===== src/rtl/pc_unit.sv =====
// pc_unit
//   Program counter register with the exception entry sequence. In normal
//   operation the PC loads the next-PC value selected upstream under the
//   control-unit write enables. On an exception request the unit saves
//   EPC = PC - 4, fetches the handler address byte from the vector table in
//   memory and loads that byte into PC.
//
// Handshake: ExcMemRead is a request level held from REQ through WAIT with
//   ExcAddr stable. The memory is not back-pressured; it must present valid
//   MemData MEM_LAT cycles after ExcMemRead rises, and the byte is sampled on
//   the edge that leaves LOAD.
//
// Ports
//   clk          system clock, rising edge
//   reset        synchronous active-low reset
//   PCIn         next-PC value from the PC-source multiplexer
//   PCWrite      unconditional PC load enable
//   PCWriteCond  conditional (branch) PC load enable, qualified by Zero
//   Zero         ALU zero flag
//   ExcReq       exception request pulse
//   ExcCause     exception cause code (00 opcode, 01 overflow, 10 div0, 11 rsvd)
//   MemData      memory read data, bits [7:0] used
//   PC           current program counter
//   EPC          exception program counter
//   ExcMemRead   vector fetch read request
//   ExcAddr      vector byte address, zero when no fetch is requested
//   ExcBusy      exception sequence in progress (REQ/WAIT/LOAD)
//   ExcDone      one-cycle pulse after the handler address is loaded
module pc_unit #(
   parameter int WIDTH    = 32,
   parameter int VEC_BASE = 253,
   parameter int MEM_LAT  = 1
) (
   input  logic             clk,
   input  logic             reset,
   input  logic [WIDTH-1:0] PCIn,
   input  logic             PCWrite,
   input  logic             PCWriteCond,
   input  logic             Zero,
   input  logic             ExcReq,
   input  logic [1:0]       ExcCause,
   input  logic [WIDTH-1:0] MemData,
   output logic [WIDTH-1:0] PC,
   output logic [WIDTH-1:0] EPC,
   output logic             ExcMemRead,
   output logic [WIDTH-1:0] ExcAddr,
   output logic             ExcBusy,
   output logic             ExcDone
);

   typedef enum logic [2:0] {
      S_IDLE = 3'd0,
      S_REQ  = 3'd1,
      S_WAIT = 3'd2,
      S_LOAD = 3'd3,
      S_DONE = 3'd4
   } state_t;

   localparam logic [2:0]       LAT_INIT   = 3'(MEM_LAT);
   localparam logic [WIDTH-1:0] VEC_BASE_W = WIDTH'(VEC_BASE);
   localparam logic [WIDTH-1:0] FOUR       = WIDTH'(4);

   state_t           state_q, state_d;
   logic [WIDTH-1:0] pc_q, pc_d;
   logic [WIDTH-1:0] epc_q, epc_d;
   logic [1:0]       cause_q, cause_d;
   logic [2:0]       cnt_q, cnt_d;
   logic [WIDTH-1:0] vec_off;
   logic             pc_load_req;

   // Only the low byte of the read data carries the handler address.
   logic mem_data_unused;
   assign mem_data_unused = ^MemData[WIDTH-1:8];

   assign pc_load_req = PCWrite | (PCWriteCond & Zero);

   // Reserved cause 11 falls back to the opcode-invalid vector.
   always_comb begin
      vec_off = '0;
      case (cause_q)
         2'b01:   vec_off = WIDTH'(1);
         2'b10:   vec_off = WIDTH'(2);
         default: vec_off = '0;
      endcase
   end

   always_comb begin
      state_d = state_q;
      pc_d    = pc_q;
      epc_d   = epc_q;
      cause_d = cause_q;
      cnt_d   = cnt_q;
      case (state_q)
         S_IDLE: begin
            // Exception entry wins over any PC load in the same cycle.
            if (ExcReq) begin
               epc_d   = pc_q - FOUR;
               cause_d = ExcCause;
               state_d = S_REQ;
            end else if (pc_load_req) begin
               pc_d = PCIn;
            end
         end
         S_REQ: begin
            cnt_d   = LAT_INIT;
            state_d = S_WAIT;
         end
         S_WAIT: begin
            // WAIT lasts MEM_LAT cycles, so REQ+WAIT spans MEM_LAT+1.
            cnt_d = cnt_q - 3'd1;
            if (cnt_q <= 3'd1) begin
               state_d = S_LOAD;
            end
         end
         S_LOAD: begin
            pc_d    = {{(WIDTH-8){1'b0}}, MemData[7:0]};
            state_d = S_DONE;
         end
         S_DONE: begin
            // Normal PC loads resume here; a new ExcReq is taken next cycle.
            if (pc_load_req) begin
               pc_d = PCIn;
            end
            state_d = S_IDLE;
         end
         default: state_d = S_IDLE;
      endcase
   end

   always_ff @(posedge clk) begin
      if (!reset) begin
         state_q <= S_IDLE;
         pc_q    <= '0;
         epc_q   <= '0;
         cause_q <= 2'b00;
         cnt_q   <= 3'd0;
      end else begin
         state_q <= state_d;
         pc_q    <= pc_d;
         epc_q   <= epc_d;
         cause_q <= cause_d;
         cnt_q   <= cnt_d;
      end
   end

   assign PC         = pc_q;
   assign EPC        = epc_q;
   assign ExcMemRead = (state_q == S_REQ) || (state_q == S_WAIT);
   assign ExcAddr    = ExcMemRead ? (VEC_BASE_W + vec_off) : '0;
   assign ExcBusy    = (state_q == S_REQ) || (state_q == S_WAIT) || (state_q == S_LOAD);
   assign ExcDone    = (state_q == S_DONE);

endmodule


===== config.mk =====
export PLATFORM = sky130hd
export DESIGN_NAME = pc_unit
export DESIGN_NICKNAME = d
export VERILOG_FILES = /design/src/rtl/pc_unit.sv
export SDC_FILE = /design/constraint.sdc
export NUM_CORES = 1
export LEC_CHECK = 0
export ABC_AREA = 1
export CELL_PAD_IN_SITES_DETAIL_PLACEMENT = 1
export CELL_PAD_IN_SITES_GLOBAL_PLACEMENT = 1
export CORE_UTILIZATION = 39
export CTS_CLUSTER_SIZE = 14
export DETAILED_ROUTE_END_ITERATION = 16
export DONT_BUFFER_PORTS = 1
export GPL_TIMING_DRIVEN = 1
export PLACE_DENSITY_LB_ADDON = 0.1
export SYNTH_ARGS = -nofsm -noshare
export SYNTH_HDL_FRONTEND = slang
export SYNTH_SLANG_ARGS = --single-unit

===== constraint.sdc =====
create_clock -name clk -period 1.4 [get_ports clk]
set_input_delay 0.14 -clock clk [delete_from_list [all_inputs] [get_ports clk]]
set_output_delay 0.14 -clock clk [all_outputs]
set_load 0.01 [all_outputs]

==> impl_metrics.json <==
{
  "grt_pass1_wl_um": 21260,
  "stdcell_area_mm2": 0.005988,
  "cp_max_fo": 4,
  "fp.coreArea_mm2": 0.009774,
  "yosysMostFrequentCell": "nand2_1",
  "grtUsageTotal_pct": 27.21,
  "io_pins": 171,
  "p_leak_nw": 2.631,
  "synth_cells": 581,
  "cts-buffers-inserted": 9,
  "synth_flop_cell": "dfxtp_1",
  "dpl_cell_area_mm2": 0.004359,
  "grt_max_degree": 42,
  "start_util_pct": 40.07,
  "fin_util_pct": 61.26,
  "vias_per_cell": 5.335,
  "yosys-top-cells-area": "dfxtp_1, nand2_1, inv_1, nand3_1, nor2_1",
  "layout_worst_path_cycle_share_pct": 116.8,
  "htreeDepth": 3,
  "yosys.area.top_type_share_pct": 36.81,
  "p_per_area_mw_per_mm2": 1595,
  "start_kind": "flop",
  "dp_cells": 745,
  "cts.clk_slew.worst_paths_ns": 0.08,
  "cts_tree": "done",
  "min_period_ns": 1.636,
  "holdCritStartpoint": "reset",
  "worst_slack_ns": -0.2357,
  "yosys-top-cells-count": "nand2_1, inv_1, dfxtp_1, nor2_1, nand3_1",
  "ys_ff_latch": 72,
  "fmax_mhz": 611.4,
  "finalNonFillerCells": 817,
  "slew_violations": 0,
  "vias": 4359,
  "endpoint_kind": "flop",
  "cp-startpoint": "PC[9]",
  "required_ns": 1.66,
  "setup_viol": 62,
  "drt_iter0_drc": 187,
  "synthesis.yosys.warnings": 0,
  "diodes": 0,
  "synth_cell_type_count": 32,
  "postRouteAntennaNets": 0,
  "ys_seq_area_share_pct": 36.81,
  "violations": "negative setup slack",
  "wl_um": 16940,
  "synthArstFlopShare_pct": 0,
  "cts_buffer_depth": 2,
  "fp-row-count": 36,
  "arrival_ns": 1.90,
  "skew_ns": 0.009606,
  "fill_cells": 1195,
  "power_mw": 9.548,
  "ir_drop_mv": 0.7997,
  "die_h_um": 102.2,
  "hp-class": "primary input to flop",
  "hold_viol": 0,
  "outcome": "complete, but fails checks",
  "nets": 756,
  "syn_area_mm2": 0.003916,
  "antenna_found_initial": 0,
  "grt_pass1_vias": 4188,
  "syn_area_per_cell_um2": 6.741,
  "cts_sinks": 72,
  "drc": 0,
  "root_buffer": "clkbuf_8",
  "synth_edf_count": 0,
  "dieArea_mm2": 0.01045,
  "drive_gt1_share_pct": 38.30,
  "max_cap_viol_count": 0,
  "path_class": "flop to flop",
  "rsz0062_at_grt": "true",
  "die_w_um": 102.2,
  "gp_congestion": 0.7750,
  "dr.pass1.iters": 5,
  "gr-total-overflow": 0,
  "hpwlAfterDp_um": 9487,
  "buffer_ports.inserted": 0,
  "r2r-start": "PC[9]",
  "synth_top_area_cell": "dfxtp_1",
  "syn_to_final_growth_pct": 52.91,
  "clock_latency_ns": 0.36,
  "wl_per_cell_um": 20.73
}
==> area by class of cell <==
| cell class | instances | area, µm² | area share [%] |
|---|---|---|---|
| multi-input combinational | 402 | 2620 | 43.75 |
| sequential | 72 | 1464 | 24.45 |
| timing repair buffer | 118 | 1219 | 20.35 |
| inverter | 76 | 307.8 | 5.140 |
| tap | 133 | 166.4 | 2.779 |
| clock buffer | 10 | 127.6 | 2.131 |
| clock inverter | 6 | 83.83 | 1.400 |
==> flip-flops by register name, summed over array words and instances (netlist names) <==
| signal | cells |
|---|---|
| EPC | 32 |
| PC | 32 |
| cause_q | 2 |
| cnt_q | 3 |
| state_q | 3 |
==> final timing paths <==
kind	cells after the start	slack, ns	to
max	8	-0.24	EPC[24]
min	3	0.02	EPC[11]
max reg2reg	8	-0.24	EPC[24]
min reg2reg	2	0.52	cnt_q[2]
==> layer usage <==
metal | up-vias | part of all wire, % | GRT usage (%)
met5 | - | 0 | 0
met2 | 168 | 52 | 48.17
met1 | 2142 | 38 | 31.29
met4 | 0 | 3.1 | 11.32
met3 | 44 | 6.2 | 6.566
li1 | 2005 | - | -
==> power breakdown <==
part           internal (mW)  leakage [nW]  switching [mW]
clock network          0.999         0.110           0.856
registers               2.38         0.598           0.429
logic                   2.05          1.92            2.83
total                   5.43          2.63            4.11
==> cell usage in the layout, fill, tap and decap left out, drive strengths merged, types with 3 or more instances in the layout <==
cell         netlist  routed
nor2              70      70
clkbuf            13      14
a21oi             44      44
o211ai             6       6
conb               1      23
xor2               4       4
nand3             56      56
o21bai             6       6
inv               75      75
buf               40      87
nand4              8       8
or2                3       3
nand2            117     117
dlygate4sd3        0      27
dfxtp             72      72
o21ai             39      39
clkinv             1       5
ha                 5       5
o21a              14      14
==> critical path, cell delays in order (launching register included) <==
cell and delay (ns):
dfxtp_2 0.37, nor2_1 0.25, nand2_2 0.18, nor2_4 0.20, nand3_1 0.12, nand2_1 0.11, nand3_1 0.17, nand2_1 0.10
inv_1 0.04
==> cell families after synthesis <==
logic type      after synthesis  share of synthesized area, %
buf+inv                     129                         16.26
fa+ha+maj                     5                         1.597
xor+xnor                      6                         1.342
flops                        72                         36.81
simple gates                257                         27.86
compound gates              111                         16.04
other cells                   1                       0.09575
==> per-stage QoR <==
step	setup TNS, ns	setup slack [ns]	hold WS (ns)
2_1_floorplan	0	0.004774	0.3000
3_3_place_gp	-0.4009	-0.08177	0.2838
3_5_place_dp	-1.308	-0.1269	0.2930
4_1_cts	-0.3945	-0.05318	0.009291
5_1_grt	-9.325	-0.2971	0.03199
6_report	-4.852	-0.2357	0.01678
==> what timing repair did <==
action / 4_1_cts / 5_1_grt
setup endpoints to repair: 43 / 74
hold buffers: 28 / 0
pin swaps: 8 / 52
resized for setup: 63 / 173
endpoints found under the hold margin: 59 / 0
setup buffers: 10 / 13
cloned: 1 / 6
(Power assumes the default switching activity.)
